`src/rtl/if_stage.sv`:
```
// Instruction fetch stage: PC register, IF/ID pipeline register, redirect/stall
// handling, sticky misaligned-target flag and saturating stall/flush counters.
module if_stage #(
    parameter logic [31:0] RESET_PC  = 32'h0000_0000,
    parameter logic [31:0] NOP_INSTR = 32'h0000_0013
) (
    input  logic        clk,
    input  logic        rst,
    input  logic        stall,
    input  logic        branch_taken_ex,
    input  logic [31:0] branch_target_ex,
    output logic [31:0] imem_addr,
    input  logic [31:0] imem_rdata,
    output logic [31:0] pc_id,
    output logic [31:0] pc_plus4_id,
    output logic [31:0] instr_id,
    output logic        valid_id,
    output logic        misalign_err,
    output logic [15:0] stall_cnt,
    output logic [15:0] flush_cnt
);

    localparam logic [31:0] RESET_PC_ALIGNED = {RESET_PC[31:2], 2'b00};

    logic [31:0] pc_q,          pc_d;
    logic [31:0] pc_id_q,       pc_id_d;
    logic [31:0] pc_plus4_id_q, pc_plus4_id_d;
    logic [31:0] instr_id_q,    instr_id_d;
    logic        valid_id_q,    valid_id_d;
    logic        misalign_q,    misalign_d;
    logic [15:0] stall_cnt_q,   stall_cnt_d;
    logic [15:0] flush_cnt_q,   flush_cnt_d;
    logic [31:0] pc_plus4;

    // Wraps modulo 2^32, so the top-of-memory word rolls over to address 0.
    assign pc_plus4 = pc_q + 32'd4;

    always_comb begin
        pc_d          = pc_q;
        pc_id_d       = pc_id_q;
        pc_plus4_id_d = pc_plus4_id_q;
        instr_id_d    = instr_id_q;
        valid_id_d    = valid_id_q;
        misalign_d    = misalign_q;
        stall_cnt_d   = stall_cnt_q;
        flush_cnt_d   = flush_cnt_q;

        if (branch_taken_ex) begin
            // The wrong-path instruction is squashed; pc_id/pc_plus4_id keep their values.
            pc_d       = {branch_target_ex[31:2], 2'b00};
            instr_id_d = NOP_INSTR;
            valid_id_d = 1'b0;
            if (branch_target_ex[1:0] != 2'b00) begin
                misalign_d = 1'b1;
            end
            if (flush_cnt_q != 16'hFFFF) begin
                flush_cnt_d = flush_cnt_q + 16'd1;
            end
        end else if (stall) begin
            if (stall_cnt_q != 16'hFFFF) begin
                stall_cnt_d = stall_cnt_q + 16'd1;
            end
        end else begin
            pc_d          = pc_plus4;
            pc_id_d       = pc_q;
            pc_plus4_id_d = pc_plus4;
            instr_id_d    = imem_rdata;
            valid_id_d    = 1'b1;
        end
    end

    always_ff @(posedge clk) begin
        if (rst) begin
            pc_q          <= RESET_PC_ALIGNED;
            pc_id_q       <= 32'd0;
            pc_plus4_id_q <= 32'd0;
            instr_id_q    <= NOP_INSTR;
            valid_id_q    <= 1'b0;
            misalign_q    <= 1'b0;
            stall_cnt_q   <= 16'd0;
            flush_cnt_q   <= 16'd0;
        end else begin
            pc_q          <= pc_d;
            pc_id_q       <= pc_id_d;
            pc_plus4_id_q <= pc_plus4_id_d;
            instr_id_q    <= instr_id_d;
            valid_id_q    <= valid_id_d;
            misalign_q    <= misalign_d;
            stall_cnt_q   <= stall_cnt_d;
            flush_cnt_q   <= flush_cnt_d;
        end
    end

    // imem_addr comes straight from the PC flop, so stall/redirect never reach it combinationally.
    assign imem_addr    = pc_q;
    assign pc_id        = pc_id_q;
    assign pc_plus4_id  = pc_plus4_id_q;
    assign instr_id     = instr_id_q;
    assign valid_id     = valid_id_q;
    assign misalign_err = misalign_q;
    assign stall_cnt    = stall_cnt_q;
    assign flush_cnt    = flush_cnt_q;

endmodule

```
`config.mk`:
```
export PLATFORM = sky130hd
export DESIGN_NAME = if_stage
export DESIGN_NICKNAME = d
export VERILOG_FILES = /design/src/rtl/if_stage.sv
export SDC_FILE = /design/constraint.sdc
export NUM_CORES = 1
export LEC_CHECK = 0
export CAP_MARGIN = 20
export CORE_AREA = 10 10 131 133
export CTS_BUF_LIST = sky130_fd_sc_hd__clkbuf_16
export CTS_CLUSTER_SIZE = 14
export DETAILED_ROUTE_END_ITERATION = 16
export DIE_AREA = 0 0 141 143
export GPL_ROUTABILITY_DRIVEN = 0
export PLACE_DENSITY = 0.83
export SKIP_CTS_REPAIR_TIMING = 1
export SLEW_MARGIN = 20
export SYNTH_ARGS = -nofsm -noshare
export SYNTH_HDL_FRONTEND = slang
export SYNTH_SLANG_ARGS = --single-unit
```
`constraint.sdc`:
```
create_clock -name clk -period 4.3 [get_ports clk]
set_input_delay 0.43 -clock clk [delete_from_list [all_inputs] [get_ports clk]]
set_output_delay 0.43 -clock clk [all_outputs]
set_load 0.02 [all_outputs]
```
==> results.md, run 1 <==
- Post-layout util: 0.6857
- Leak pwr: 0.003389 uW
- Commonest non-fill, non-tap cell in the layout: clkdlybuf4s50_1
- PortBufs: 223
- Post-synth EDFFs: 0
- DRC: 0
- Status: finished clean
- Pre-antenna DRT Iters: 5
- Post-route design area: 9891 um2
- Final worst clock skew: 0.007911 ns
- Most frequent cells in the layout: clkdlybuf4s50_1, dfxtp_1, nor2_1
- Clock sink count: 156
- Worst slew pin tran: 0.8883 ns
- Max FO, Critical Path: 10
- Seq/Total Area, Yosys: 0.4367
- Worst stage delay on the critical path: 0.59 ns
- Max clock buf depth: 2
- Number of global-route vias before repair: between 6000 and 7000
- Max Cap Viol: 0
- Fin worst setup slack: 1.745 ns
- Slew headroom: 0.4023
- GRT Total Usage: 0.2134
- Setup WS pre-CTS: 1.510 ns
- Setup TNS: 0 ns
- Hold/Removal Path Class: reg -> reg
- Avg Cell Area, Syn: 8.393 um2
- Worst VDD drop: 271.8 uV
- Total CTS buffers: 17
- Core area: 14420 um2
- Synth Cell Area: 7151 um2
- Die ar.: slightly above 20000 um2
- Largest net degree at the start of global routing: 79
- Layout cells sized above 1: 0.05253
- RSZ-0062 raised after global routing: false
- HPWL Detailed: 15930 um
- Final worst-path cycle share: 0.5942
- Placed instance area: 9375 um2
- Peak Freq: 391.4 MHz
- Chip height: 143 um
- Final Setup Violations: 0
- Routed Antenna Nets: 0
- WP data required: roughly 4.6 ns
- Horiz. Die Dim: 141 um
- Mapped Cells: 852
- Crit. End Element: register
- Min Clock Period, post-route: between 2 and 3 ns
- Crit Path Category: reg -> reg
- CTS root buf: clkbuf_16
- Final Max Slew Viols: 0
- Power per cell area: ~340 nW/um2
- Nets: 1108
- Total detailed-routing wirelength: 22510 um
- Synth cell types: 49
- Num ports: 230
- Drt via density: 5.713
- DR WL/cell: 18.27 um
- Row count: 44
- Crit path arrival time: around 2.9 ns
- Ys flop type: dfxtp_1
- Syn. warnings: 0
- Clk_lat worst skew: 0.42 ns
- First-pass GRT wire length: between 30000 and 40000 um
- CP Launch Type: register
- Initial Utilization: 0.4957
- Vias: 7038
- Initial DRC count: approximately 500
- Clock tree from TritonCTS: built
- Async SR Flop Fraction: 0
- Final Hold Vio Count: 0
- Grt ovf: 0
- Slowest CP cell: or3_1
- Flops & latches, synth: 156
- H-tree Lvls: 4
- P&R area growth vs syn: 38.32%
- Crit-path cells: ha_1 -> nand3_1 -> or3_1 -> or3_1 -> a311oi_1
- Most used cell, CP: or3_1
- Register clock-pin slew on the reported worst setup and hold paths: 0.06 ns
- Initial antenna violation count: 1
worst paths after layout:
check | start | endpoint | slack [ns] | depth (start not counted)
min | pc_id[21] | pc_id[21] | 0.46 | 2
min reg2reg | pc_id[21] | pc_id[21] | 0.46 | 2
max | imem_addr[2] | pc_plus4_id[22] | 1.74 | 5
max reg2reg | imem_addr[2] | pc_plus4_id[22] | 1.74 | 5
Yosys cell counts, drive strengths merged (4+ instances only):
cell | number | share of area
a2111oi | 7 | 0.0086
a211oi | 27 | 0.028
a21oi | 50 | 0.035
a311oi | 26 | 0.032
a31oi | 4 | 0.0035
and3 | 9 | 0.0079
and4 | 9 | 0.011
buf | 27 | 0.022
clkbuf | 43 | 0.023
dfxtp | 156 | 0.44
inv | 17 | 0.0089
mux2 | 13 | 0.020
mux2i | 35 | 0.049
nand2 | 94 | 0.049
nand3 | 24 | 0.017
nand4 | 17 | 0.018
nor2 | 109 | 0.057
nor2b | 14 | 0.012
nor3 | 16 | 0.011
nor4 | 19 | 0.017
o21ai | 34 | 0.024
o31ai | 12 | 0.013
or3 | 29 | 0.025
or4 | 16 | 0.017
xnor2 | 16 | 0.020
xor2 | 4 | 0.0049
per-stage QoR:
stage	total power [uW]	instances	hold slack, ns
2_1_floorplan	1844	857	0.5222
3_3_place_gp	2067	1202	0.4364
3_5_place_dp	2076	1202	0.4408
4_1_cts	3406	1231	0.4569
5_1_grt	3520	1231	0.4767
6_report	3391	1232	0.4551
power by group:
part / switching (uW) / internal [uW]
combinational: 245 / 222
clock: 573 / 771
sequential: 72.0 / 1510
cell families (layout without fill, tap and decap cells):
group                    after synthesis  after routing  synth area share
adder cells (fa/ha/maj)                3              3          0.005250
buffers and inverters                 87            277           0.05319
AND/OR/NAND/NOR                      368            368            0.2558
XOR/XNOR                              20             20           0.02450
other                                  1              7         0.0005244
flip-flops                           156            156            0.4367
AO/OA/AOI/OAI                        169            169            0.1545
multiplexers                          48             48           0.06947
routing by layer:
layer	part of all wire	vias up	global-route usage
met2	0.50	279	0.3559
met1	0.39	3274	0.2449
li1	-	3449	-
met3	0.093	36	0.07960
met4	0.019	0	0.07880
met5	0	-	0
critical path: cells and delay by family (launching register included):
family | cells | cell delay, ns
flops | 1 | 0.47
compound gates | 1 | 0.31
simple gates | 3 | 1.36
fa+ha+maj | 1 | 0.31
registers in the layout, indices dropped and copies added (netlist names):
signal	flops
flush_cnt	16
imem_addr	30
instr_id	32
misalign_err	1
pc_id	30
pc_plus4_id	30
stall_cnt	16
valid_id	1
area by class of cell:
class	count	area (um2)
fill	1143	4533
multi-input combinational	614	3674
sequential	156	3123
timing repair buffer	231	2285
clock buffer	17	425.4
tap	184	230.2
clock inverter	12	87.58
inverter	17	63.81
antenna	1	2.502
No activity file was read; power rests on OpenSTA's default activity.
==> run 2, diff against run 1 <==
--- a/config.mk
+++ b/config.mk
@@ -6,13 +6,13 @@
 export NUM_CORES = 1
 export LEC_CHECK = 0
 export CAP_MARGIN = 20
-export CORE_AREA = 10 10 131 133
+export CORE_AREA = 10 10 135 137
 export CTS_BUF_LIST = sky130_fd_sc_hd__clkbuf_16
 export CTS_CLUSTER_SIZE = 14
 export DETAILED_ROUTE_END_ITERATION = 16
-export DIE_AREA = 0 0 141 143
+export DIE_AREA = 0 0 145 147
 export GPL_ROUTABILITY_DRIVEN = 0
-export PLACE_DENSITY = 0.83
+export PLACE_DENSITY = 0.78
 export SKIP_CTS_REPAIR_TIMING = 1
 export SLEW_MARGIN = 20
 export SYNTH_ARGS = -nofsm -noshare
==> constraint.sdc (replaced) <==
create_clock -name clk -period 2.6 [get_ports clk]
set_input_delay 0.26 -clock clk [delete_from_list [all_inputs] [get_ports clk]]
set_output_delay 0.26 -clock clk [all_outputs]
set_load 0.02 [all_outputs]
==> run 2 against run 1 <==
Compared with the run above:
- count of clock-buffer cells in the layout unchanged
- worst setup slack got worse by 1.4 ns
- cell count increased by 4.9%
- via count increased by 0.26%
- sequential cell count unchanged
- combinational power increased by 81%
- global-route usage decreased by 0.70 points
- utilization decreased by 3.1 points
- total power increased by 71%
- critical endpoint is now pc_plus4_id[31]
==> results.md, run 2 (synthesized netlist as in run 1, its figures left out) <==
- Status: finished clean
- Hold/Removal Path Class: in -> reg
- H-tree Lvls: 4 (unchanged)
- Placed instance area: 9648 um2 (+2.9%)
- Worst R2R Start: imem_addr[19]
- Clk_lat worst skew: 0.42 ns (about the same)
- Worst stage delay on the critical path: 0.64 ns (+0.05 ns)
- Switch Pwr: 1507 uW (+69%)
- Clock sink count: 156 (unchanged)
- Total detailed-routing wirelength: 22910 um (+1.8%)
- Final Max Slew Viols: 0 (unchanged)
- Clock tree from TritonCTS: built
- Leak pwr: 0.003547 uW (+4.7%)
- Nets: 1134 (+2.3%)
- Routed Antenna Nets: 0 (unchanged)
- Chip height: 147 um (+2.8%)
- Num ports: 230 (unchanged)
- Crit. End Element: register
- Core area: 15600 um2 (+8.1%)
- Vias: 7056 (+0.26%)
- Horiz. Die Dim: 145 um (+2.8%)
- P&R area growth vs syn: 42.76%
- Depth of the worst register-to-register path: 4 (-1)
- Hold Crit Depth: 2 (unchanged)
- DR WL/cell: 17.73 um (-2.9%)
- Post-route design area: 10210 um2 (+3.2%)
- Largest net degree at the start of global routing: 69 (-13%)
- Final worst clock skew: 0.007697 ns (-0.0002144 ns)
- DRC: 0 (unchanged)
- CTS root buf: clkbuf_16
- Register share of total power: 0.445 (-0.021)
- P_int: 4282 uW (+71%)
- Commonest non-fill, non-tap cell in the layout: clkdlybuf4s50_1
- Drt via density: 5.461 (-4.4%)
- Crit path arrival time: 2.58 ns (-0.29 ns)
- FF-to-FF End: pc_plus4_id[31]
- R2R setup slack: 0.35 ns (-1.39 ns)
- Slew headroom: 0.4787 (+0.07633)
- Register area: 3123 um2 (unchanged)
- Max Cap Viol: 0 (unchanged)
- Worst setup path start: imem_addr[19]
- Power per cell area: 567.1 nW/um2 (+65%)
- Filler Cells Inserted: 1324 (+16%)
- Peak Freq: 445.0 MHz (+14%)
- WP data required: 2.93 ns (-1.69 ns)
- RSZ-0062 raised after global routing: false
- Initial DRC count: 465 (-6.8%)
- Min Clock Period, post-route: 2.247 ns (-0.3080 ns)
- GRT Total Usage: 0.2065 (-0.006951)
- Largest register FFs: 32 (unchanged)
- Row count: 46 (+4.5%)
- Layout cells sized above 1: 0.07907 (+0.02654)
- Slowest CP cell: or3_1
- Initial antenna violation count: 1 (unchanged)
- Die ar.: 21320 um2 (+5.7%)
- HPWL Detailed: 16620 um (+4.4%)
- Crit Path Category: reg -> reg
- Clock group share of total power: 0.409 (+0.013)
- Register clock-pin slew on the reported worst setup and hold paths: 0.06 ns (about the same)
- Sw Ratio: 0.2603 (-0.002213)
- Min-Delay Endpoint: flush_cnt[10]
- Initial Utilization: 0.4584 (-0.03730)
- Final worst-path cycle share: 0.8643 (+0.2701)
- CP Launch Type: register
- Combinational Power Share: 0.146 (+0.008)
- Number of global-route vias before repair: 6658 (+1.1%)
- Min-delay src: rst
- Post-layout util: 0.6545 (-0.03122)
- Setup TNS: 0 ns (unchanged)
- Crit-path cells: nand4_2 -> or3_1 -> or4_1 -> a311oi_1
- Most frequent cells in the layout: clkdlybuf4s50_1, dfxtp_1, nor2_1
- Worst slew pin tran: 0.7748 ns (-0.1134 ns)
- Area of the multi-input gates: 3674 um2 (unchanged)
- Final Hold Vio Count: 0 (unchanged)
- PortBufs: 223 (unchanged)
- Max FO, Critical Path: 17 (+7)
- Total CTS buffers: 17 (unchanged)
- Final Setup Violations: 0 (unchanged)
- Worst VDD drop: 444.9 uV (+64%)
- First-pass GRT wire length: 36360 um (+3.9%)
- Grt ovf: 0 (unchanged)
- Pre-antenna DRT Iters: 5 (unchanged)
- Max clock buf depth: 2 (unchanged)
## run 2: cell count changes in the layout (fill, tap and decap cells not counted)
| cell | before | now |
|---|---|---|
| inv_1 | 19 | 18 |
| clkinv_2 | 3 | 4 |
| buf_4 | 9 | 32 |
| bufinv_16 | 1 | 2 |
| buf_12 | 0 | 3 |
| clkinv_1 | 2 | 1 |
| clkinv_4 | 1 | 3 |
## run 2: layout make-up
| type | instances | share of cell area |
|---|---|---|
| multi-input cells | 614 | 0.3598 |
| diodes | 1 | 0.0002451 |
| inverters | 17 | 0.006251 |
| clock inverters | 14 | 0.01299 |
| clock buffers | 17 | 0.04167 |
| repair buffers | 257 | 0.2466 |
| well taps | 216 | 0.02647 |
| flip-flops and latches | 156 | 0.3059 |
## run 2: how the worst max path moves through the flow
stage                           end  slack [ns]
finish              pc_plus4_id[31]        0.35
global route          imem_addr[22]        0.17
CTS                   imem_addr[22]        0.37
detailed placement    flush_cnt[15]        0.21
global placement      stall_cnt[15]        0.29
floorplan             imem_addr[18]        0.34
## run 2: power by group through the flow
stage / Combinational, uW / Sequential (uW) / Clock (uW)
finish: 843 / 2580 / 2370
global route: 902 / 2590 / 2520
CTS: 845 / 2580 / 2410
detailed placement: 841 / 2630 / 0
global placement: 833 / 2630 / 0
floorplan: 308 / 2740 / 0
## run 2: critical path, delay by kind of cell (launching register included)
| family | cells | cell delay [ns] |
|---|---|---|
| flip-flops | 1 | 0.49 |
| AND/OR/NAND/NOR | 3 | 1.42 |
| AO/OA/AOI/OAI | 1 | 0.25 |
## run 2: per-layer routing
metal,part of all wire,vias to the layer above,GRT usage
met4,0.023,0,0.07150
met5,0,-,0
li1,-,3496,-
met1,0.41,3286,0.2475
met2,0.49,241,0.3386
met3,0.083,33,0.06941
## run 2: metrics by stage
step | power [uW] | hold WS, ns | setup slack (ns) | instances
final | 5789 | 0.2380 | 0.3529 | 1292
after detailed placement | 3471 | 0.4455 | 0.2108 | 1260
after floorplan | 3049 | 0.3851 | 0.3363 | 857
after global placement | 3459 | 0.4380 | 0.2903 | 1260
after global routing | 6010 | 0.2341 | 0.1747 | 1292
after CTS | 5829 | 0.2234 | 0.3708 | 1291
